**config.mk**
```make
export PLATFORM = sky130hd
export DESIGN_NAME = bus_master_port
export DESIGN_NICKNAME = d
export VERILOG_FILES = /design/src/rtl/bus_master_port.sv
export SDC_FILE = /design/constraint.sdc
export NUM_CORES = 1
export LEC_CHECK = 0
export ABC_AREA = 1
export BUFFER_PORTS_ARGS = -buffer_cell sky130_fd_sc_hd__buf_4
export CAP_MARGIN = 20
export CORE_ASPECT_RATIO = 0.5
export CORE_UTILIZATION = 40
export DETAILED_ROUTE_END_ITERATION = 10
export GPL_TIMING_DRIVEN = 1
export PLACE_DENSITY = 0.61
export SYNTH_ARGS = -nofsm -noshare
export SYNTH_HDL_FRONTEND = slang
export SYNTH_SLANG_ARGS = --single-unit
```
**constraint.sdc**
```tcl
create_clock -name clk -period 2.94 [get_ports clk]
set_input_delay 0.147 -clock clk [delete_from_list [all_inputs] [get_ports clk]]
set_output_delay 0.147 -clock clk [all_outputs]
set_load 0.02 [all_outputs]
```
**src/rtl/bus_master_port.sv**
```systemverilog
// Master-side bus port: takes one local command at a time and runs it on the shared bus.
// If BUS_MASTER_WATCHDOG_EN is defined, a stalled request is treated as a failed attempt.
module bus_master_port #(
    parameter int ADDR_W         = 16,
    parameter int DATA_W         = 16,
    parameter int MAX_RETRY      = 3,
    parameter int BACKOFF_CYCLES = 4
) (
    input  logic              clk,
    input  logic              rst,
    input  logic              cmd_valid_i,
    output logic              cmd_ready_o,
    input  logic              cmd_we_i,
    input  logic [ADDR_W-1:0] cmd_addr_i,
    input  logic [DATA_W-1:0] cmd_wdata_i,
    output logic              rsp_valid_o,
    output logic [DATA_W-1:0] rsp_rdata_o,
    output logic              rsp_error_o,
    output logic              barq_o,
    input  logic              bagd_i,
    input  logic              target_ready_i,
    output logic              address_valid_o,
    input  logic              data_strobe_i,
    input  logic              error_i,
    output logic              bus_oe_o,
    output logic [ADDR_W-1:0] bus_addr_o,
    output logic [DATA_W-1:0] bus_wdata_o,
    output logic              bus_we_o,
    input  logic [DATA_W-1:0] bus_rdata_i
);

    typedef enum logic [2:0] {
        IDLE,
        REQ,
        ADDR,
        BACKOFF,
        RESP
    } state_t;

    localparam logic [3:0] RETRY_LIMIT  = 4'(MAX_RETRY);
    localparam logic [7:0] BACKOFF_LOAD = 8'(BACKOFF_CYCLES - 1);

    state_t            state;
    logic              cmd_we;
    logic [ADDR_W-1:0] cmd_addr;
    logic [DATA_W-1:0] cmd_wdata;
    logic [3:0]        retry_cnt;
    logic [7:0]        backoff_cnt;
    logic              req_timeout;
    logic              attempt_fail;
    logic              retry_ok;

`ifdef BUS_MASTER_WATCHDOG_EN
    logic [9:0] wd_cnt;

    // Counts cycles spent in REQ; cleared whenever REQ is left so each attempt gets a full window.
    always_ff @(posedge clk or posedge rst) begin
        if (rst) begin
            wd_cnt <= '0;
        end else if (state == REQ) begin
            wd_cnt <= wd_cnt + 10'd1;
        end else begin
            wd_cnt <= '0;
        end
    end

    assign req_timeout = (state == REQ) && (wd_cnt == 10'd1022) && !(bagd_i && target_ready_i);
`else
    assign req_timeout = 1'b0;
`endif

    // A strobe always beats a concurrent error or grant loss in the address phase.
    always_comb begin
        attempt_fail = 1'b0;
        case (state)
            REQ:     attempt_fail = error_i || req_timeout;
            ADDR:    attempt_fail = !data_strobe_i && (error_i || !bagd_i);
            default: attempt_fail = 1'b0;
        endcase
    end

    assign retry_ok = (retry_cnt < RETRY_LIMIT);

    always_ff @(posedge clk or posedge rst) begin
        if (rst) begin
            state           <= IDLE;
            cmd_we          <= 1'b0;
            cmd_addr        <= '0;
            cmd_wdata       <= '0;
            retry_cnt       <= '0;
            backoff_cnt     <= '0;
            cmd_ready_o     <= 1'b0;
            rsp_valid_o     <= 1'b0;
            rsp_rdata_o     <= '0;
            rsp_error_o     <= 1'b0;
            barq_o          <= 1'b0;
            address_valid_o <= 1'b0;
            bus_oe_o        <= 1'b0;
            bus_addr_o      <= '0;
            bus_wdata_o     <= '0;
            bus_we_o        <= 1'b0;
        end else begin
            case (state)
                IDLE: begin
                    cmd_ready_o <= 1'b1;
                    if (cmd_valid_i && cmd_ready_o) begin
                        cmd_we      <= cmd_we_i;
                        cmd_addr    <= cmd_addr_i;
                        cmd_wdata   <= cmd_wdata_i;
                        retry_cnt   <= '0;
                        cmd_ready_o <= 1'b0;
                        barq_o      <= 1'b1;
                        state       <= REQ;
                    end
                end
                REQ: begin
                    if (bagd_i && target_ready_i) begin
                        address_valid_o <= 1'b1;
                        bus_oe_o        <= 1'b1;
                        bus_addr_o      <= cmd_addr;
                        bus_wdata_o     <= cmd_wdata;
                        bus_we_o        <= cmd_we;
                        state           <= ADDR;
                    end
                end
                ADDR: begin
                    // Request must fall on the strobe edge so the arbiter does not re-grant us.
                    if (data_strobe_i) begin
                        barq_o          <= 1'b0;
                        address_valid_o <= 1'b0;
                        bus_oe_o        <= 1'b0;
                        bus_addr_o      <= '0;
                        bus_wdata_o     <= '0;
                        bus_we_o        <= 1'b0;
                        rsp_valid_o     <= 1'b1;
                        rsp_rdata_o     <= cmd_we ? '0 : bus_rdata_i;
                        rsp_error_o     <= 1'b0;
                        state           <= RESP;
                    end
                end
                BACKOFF: begin
                    if (backoff_cnt == 8'd0) begin
                        barq_o <= 1'b1;
                        state  <= REQ;
                    end else begin
                        backoff_cnt <= backoff_cnt - 8'd1;
                    end
                end
                RESP: begin
                    rsp_valid_o <= 1'b0;
                    rsp_rdata_o <= '0;
                    rsp_error_o <= 1'b0;
                    cmd_ready_o <= 1'b1;
                    state       <= IDLE;
                end
                default: begin
                    state <= IDLE;
                end
            endcase

            // Failed attempt: release the bus, then either back off and retry or give up.
            if (attempt_fail) begin
                barq_o          <= 1'b0;
                address_valid_o <= 1'b0;
                bus_oe_o        <= 1'b0;
                bus_addr_o      <= '0;
                bus_wdata_o     <= '0;
                bus_we_o        <= 1'b0;
                if (retry_ok) begin
                    retry_cnt   <= retry_cnt + 4'd1;
                    backoff_cnt <= BACKOFF_LOAD;
                    state       <= BACKOFF;
                end else begin
                    rsp_valid_o <= 1'b1;
                    rsp_rdata_o <= '0;
                    rsp_error_o <= 1'b1;
                    state       <= RESP;
                end
            end
        end
    end

endmodule

```
==> results.toml, run 1 <==
[timing]
worst_pin_slew_ns = 0.701
max_freq_mhz = 496
holdWs_ns = 0.00475
setup_viol = 0
rsz0062_at_grt = "false"
final_hold_viol_count = 0
fin_setup_tns_ns = 0
slew_headroom = 0.531
layout_setup_ws_ns = 0.926
fin_crit_sh = 0.685
finalClockSkew_ns = 0.00916
period_needed_ns = 2.01
drv_slew = 0

[synthesis]
synth_nets = 676
synth.avg_cell_area_um2 = 7.76
yosysWarnings = 0
synthXorXnorAreaFrac = 0.00549
synthSimpleGateAreaFrac = 0.374
synth_compound_area_frac = 0.0193
synth_mux_area_frac = 0
yosysTopAreaCell = "dfrtp_1"
synth_seq_cells = 102
yosysUniqueCellTypes = 27
synth_top_family_by_area = "simple AND/OR/NAND/NOR gates"
syn-cell-area_mm2 = 0.00479
synth_area_leaders = "dfrtp_1, nand2_1, nor2_1, nand3_1, inv_1"
synth-seq-area-share = 0.533
synthAdderAreaFrac = 0.00784
syn_inst = 617
netlist.area_leader.share = 0.533

[power]
p_sw_w = 0.00269
p_comb_frac = 0.438
p_sw_frac = 0.404
ir_worst_vdd_uv = 553
p_total_w = 0.00665
internal_power_w = 0.00397
power.density_mw_per_mm2 = 1090
clkPwrFrac = 0.215
p_leak_nw = 3.38
p_seq_frac = 0.347

[die]
core_mm2 = 0.0113
io_pins = 111
fp.dieH_um = 79.3
rows = 27
fp.dieW_um = 157
die_area_mm2 = 0.0124
initial_core_util = 0.423

[clock_network]
cts-root-buf = "clkbuf_16"
cts_resized = 0
cts_max_level = 3
clk_pin_slew_ns = 0.07
cts_tree = "built"
clk_latency_ns = 0.34
cts-buffers-inserted = 9
post_cts_buffers = 0
clock_sinks = 102
clockBufferDepth = 2

[cells_and_area]
insertedDiodeCount = 0
fin_nets = 780
fin_cells = 883
area_growth_pct = 27.8
layout-drive-gt1-share = 0.213
fillers = 1118
layout_commonest_cell = "nand2_1"
final_cell_mix = "nand2_1, buf_4, dfrtp_1, nor2_1, nand3_1"

[critical_path]
crit_end = "bus_addr_o[0]"
worst_r2r_path_depth = 8
start_kind = "flop"
critPathLaunch = "state[1]"
critPathKind = "reg -> reg"
cp.arrival_ns = 2.29
critical_path_required_ns = 3.21
r2r-start = "state[1]"
crit_path_end_kind = "flop"
rrSetupSlack_ns = 0.93
critPathMaxFanout = 34
r2r_end = "bus_addr_o[0]"

[routing]
drt_pass1_iterations = 4
routed_wl_um = 11600
viasPerCell = 4.76
first_iter_violations = 232
antenna_left = 0
routedWlPerCell_um = 13.1
drc_errors = 0
num_vias = 4206

[global_route]
grt_pass1_wl_um = 19400
grt_max_degree = 91
grt.total_usage = 0.200
overflow = 0
grt_pass1_vias = 3954
antenna_found_initial = 0

[place]
dp_cells = 863
routabilityCongestion = 0.878
place_ws_ns = 0.935
portBuffers = 110
dpl.hpwl_um = 7650

[min_path]
min_path_type = "in -> reg"

[job]
maxCapViolations = 0

[status]
status = "complete, no violations"
power by group through the flow:
stage                     Combinational, W  Sequential, W  Clock, W
after floorplan                    0.00181        0.00258         0
after global placement             0.00290        0.00232         0
after detailed placement           0.00294        0.00233         0
after CTS                          0.00296        0.00231   0.00146
after global routing               0.00333        0.00237   0.00151
final                              0.00291        0.00231   0.00143
what timing repair did:
action | CTS | global route
hold buffers | 6 | 0
setup endpoints to repair | 0 | 0
hold endpoints to repair | 17 | 0
Yosys cell counts (all sizes together):
cell type	instances
clkbuf	6
clkinv	1
buf	24
nor2	97
o21ai	8
inv	27
ha	3
a21oi	6
nand4	5
nand3	66
o31ai	1
xor2	3
dfrtp	102
nand2	267
o211ai	1
area by class of cell:
type	count	area, um^2	share of cell area
inverter	28	108	0.0176
multi-input combinational	457	1950	0.318
sequential	102	2550	0.417
clock inverter	4	120	0.0196
tap	159	199	0.0325
timing repair buffer	123	951	0.156
clock buffer	10	239	0.0391
flip-flops by register name, indices dropped and copies added, names as in the netlist:
signal and flops:
cmd_wdata 16, cmd_addr 16, bus_oe_o 1, bus_we_o 1, cmd_we 1, state 3, bus_wdata_o 16, cmd_ready_o 1
barq_o 1, rsp_error_o 1, rsp_rdata_o 16, backoff_cnt 8, bus_addr_o 16, rsp_valid_o 1, retry_cnt 4
how the worst min path moves through the flow:
stage                         from           end  cells past startpoint
global route        cmd_wdata_i[3]  cmd_wdata[3]                      3
detailed placement             rst   cmd_addr[7]                      2
floorplan            cmd_addr_i[0]   cmd_addr[0]                      2
CTS                 cmd_addr_i[10]  cmd_addr[10]                      3
global placement               rst   cmd_addr[7]                      2
finish              cmd_addr_i[10]  cmd_addr[10]                      3
cells by family (layout without fill, tap and decap cells):
logic type | Yosys count | in the layout
adder cells (fa/ha/maj) | 3 | 3
AND/OR/NAND/NOR | 435 | 435
XOR/XNOR | 3 | 3
buffers and inverters | 58 | 165
flip-flops | 102 | 102
AO/OA/AOI/OAI | 16 | 16
per-layer routing:
layer  global-route usage  routed length, um
met1                0.280               5660
met2                0.320               5340
met3               0.0404                489
met4               0.0422                103
met5                    0                  0
critical path: stages (launching register included):
cell and delay [ns]:
dfrtp_1 0.49, inv_2 0.09, nor2_1 0.15, nand3_1 0.13
inv_2 0.12, nand3_4 0.16, nand2_2 0.58, nand2_1 0.12
nand2_1 0.09
through the flow:
stage	instance area [um^2]	util
after floorplan	4790	-
after global placement	5700	0.503
after detailed placement	5700	0.503
after CTS	6110	0.540
after global routing	6110	0.540
final	6110	0.540
Power figures use the tool's default switching activity.
==> inputs of run 2 (changes only) <==
==> constraint.sdc (replaced) <==
create_clock -name clk -period 1.8 [get_ports clk]
set_input_delay 0.09 -clock clk [delete_from_list [all_inputs] [get_ports clk]]
set_output_delay 0.09 -clock clk [all_outputs]
set_load 0.02 [all_outputs]
==> results.toml, run 2 (same netlist as run 1, synthesis figures left out) <==
[power]
power.density_mw_per_mm2 = 1660
p_leak_nw = 3.56
p_sw_w = 0.00451
p_sw_frac = 0.417
clkPwrFrac = 0.184
internal_power_w = 0.00630
p_seq_frac = 0.346
p_comb_frac = 0.469
ir_worst_vdd_uv = 635

[routing]
wl_met3_um = 500
drt_pass1_iterations = 4
first_iter_violations = 229
antenna_left = 0
routed_wl_um = 11900
top_layer = "met4"
routedWlPerCell_um = 12.9
num_vias = 4305
drc_errors = 0
wl_met1_um = 5620
route.met2.wl_um = 5570
viasPerCell = 4.67

[place]
routabilityCongestion = 0.869
dpl.hpwl_um = 7880
postPlaceCellArea_mm2 = 0.00583
portBuffers = 110
dp_cells = 872

[timing]
setup_viol = 0
period_needed_ns = 1.62
drv_slew = 0
final_hold_viol_count = 0
fin_crit_sh = 0.899
fin_setup_tns_ns = 0
slew_headroom = 0.673
holdWs_ns = 0.0755
rsz0062_at_grt = "false"
worst_pin_slew_ns = 0.488
max_freq_mhz = 618
finalClockSkew_ns = 0.0104

[critical_path]
r2r_end = "bus_addr_o[2]"
r2r-start = "state[0]"
cp.arrival_ns = 1.85
critPathMaxFanout = 12
critPathLaunch = "state[0]"
crit_path_end_kind = "flop"
start_kind = "flop"
critPathKind = "reg -> reg"
critical_path_required_ns = 2.03
worst_r2r_path_depth = 9
rrSetupSlack_ns = 0.18
crit_end = "bus_addr_o[2]"

[cells_and_area]
fillers = 1086
insertedDiodeCount = 0
final_cell_mix = "nand2_1, buf_4, dfrtp_1, nor2_1, nand3_1"
layout_commonest_cell = "nand2_1"
fin_cells = 922
area_growth_pct = 35.9
layout-drive-gt1-share = 0.218
utilization = 0.575
fin_nets = 817
fin_area_mm2 = 0.00650

[die]
io_pins = 111
die_area_mm2 = 0.0124
fp.dieH_um = 79.3
core_mm2 = 0.0113
initial_core_util = 0.423
fp.dieW_um = 157
rows = 27

[status]
status = "complete, no violations"

[clock_network]
clk_pin_slew_ns = 0.07
cts_tree = "built"
cts-buffers-inserted = 9
post_cts_buffers = 0
cts_max_level = 3
clk_latency_ns = 0.34
clockBufferDepth = 2
clock_sinks = 102
cts-root-buf = "clkbuf_16"

[job]
maxCapViolations = 0

[global_route]
grt.total_usage = 0.207
grt_pass1_vias = 4248
overflow = 0
grt_pass1_wl_um = 20100
antenna_found_initial = 0
grt_max_degree = 57

[min_path]
min_path_type = "in -> reg"
==> run 2: how the worst min path moves through the flow <==
stage,to,slack (ns),start,cells after the start
2_1_floorplan,cmd_addr[0],0.20,cmd_addr_i[0],2
3_3_place_gp,bus_addr_o[6],0.11,rst,2
3_5_place_dp,bus_addr_o[6],0.10,rst,2
4_1_cts,rsp_rdata_o[13],0.07,bus_rdata_i[13],5
5_1_grt,rsp_rdata_o[11],0.09,bus_rdata_i[11],5
6_report,rsp_rdata_o[13],0.08,bus_rdata_i[13],5
==> run 2: power by group through the flow <==
stage	clock (W)	combinational (W)	sequential (W)
floorplan	0	0.00295	0.00421
global placement	0	0.00495	0.00377
detailed placement	0	0.00502	0.00378
CTS	0.00205	0.00509	0.00374
global route	0.00213	0.00576	0.00385
finish	0.00199	0.00507	0.00374
==> run 2: through the flow <==
stage               setup WS [ns]  power, W
global route              0.00449    0.0117
CTS                        0.0169    0.0109
finish                      0.182    0.0108
detailed placement         0.0245   0.00880
floorplan                   0.334   0.00716
global placement            0.124   0.00872
==> run 2: timing repair <==
item                                    4_1_cts  5_1_grt
resized for setup                             0        7
hold buffers                                 34        0
hold endpoints to repair                     47        0
endpoints found under the setup margin        0       61
==> run 2: metal layers <==
| layer | vias to the layer above | GRT usage |
|---|---|---|
| li1 | 2196 | - |
| met1 | 2011 | 0.269 |
| met2 | 86 | 0.352 |
| met3 | 12 | 0.0420 |
| met4 | 0 | 0.0598 |
| met5 | - | 0 |
==> run 2: layout make-up <==
type	count	area [um^2]	area share
Clock inverter	7	81.3	0.0125
Tap cell	159	199	0.0306
Inverter	28	109	0.0167
Timing Repair Buffer	160	1370	0.211
Sequential cell	102	2550	0.393
Multi-Input combinational cell	457	1960	0.302
Clock buffer	9	225	0.0346
==> run 2: critical path: stages, from the launching register on <==
cell	delay (ns)
dfrtp_1	0.49
inv_2	0.10
nand2_2	0.08
nor2_4	0.15
nand2_2	0.13
nand2_4	0.14
buf_4	0.21
nor2_1	0.05
nand3_1	0.09
nand2_1	0.06
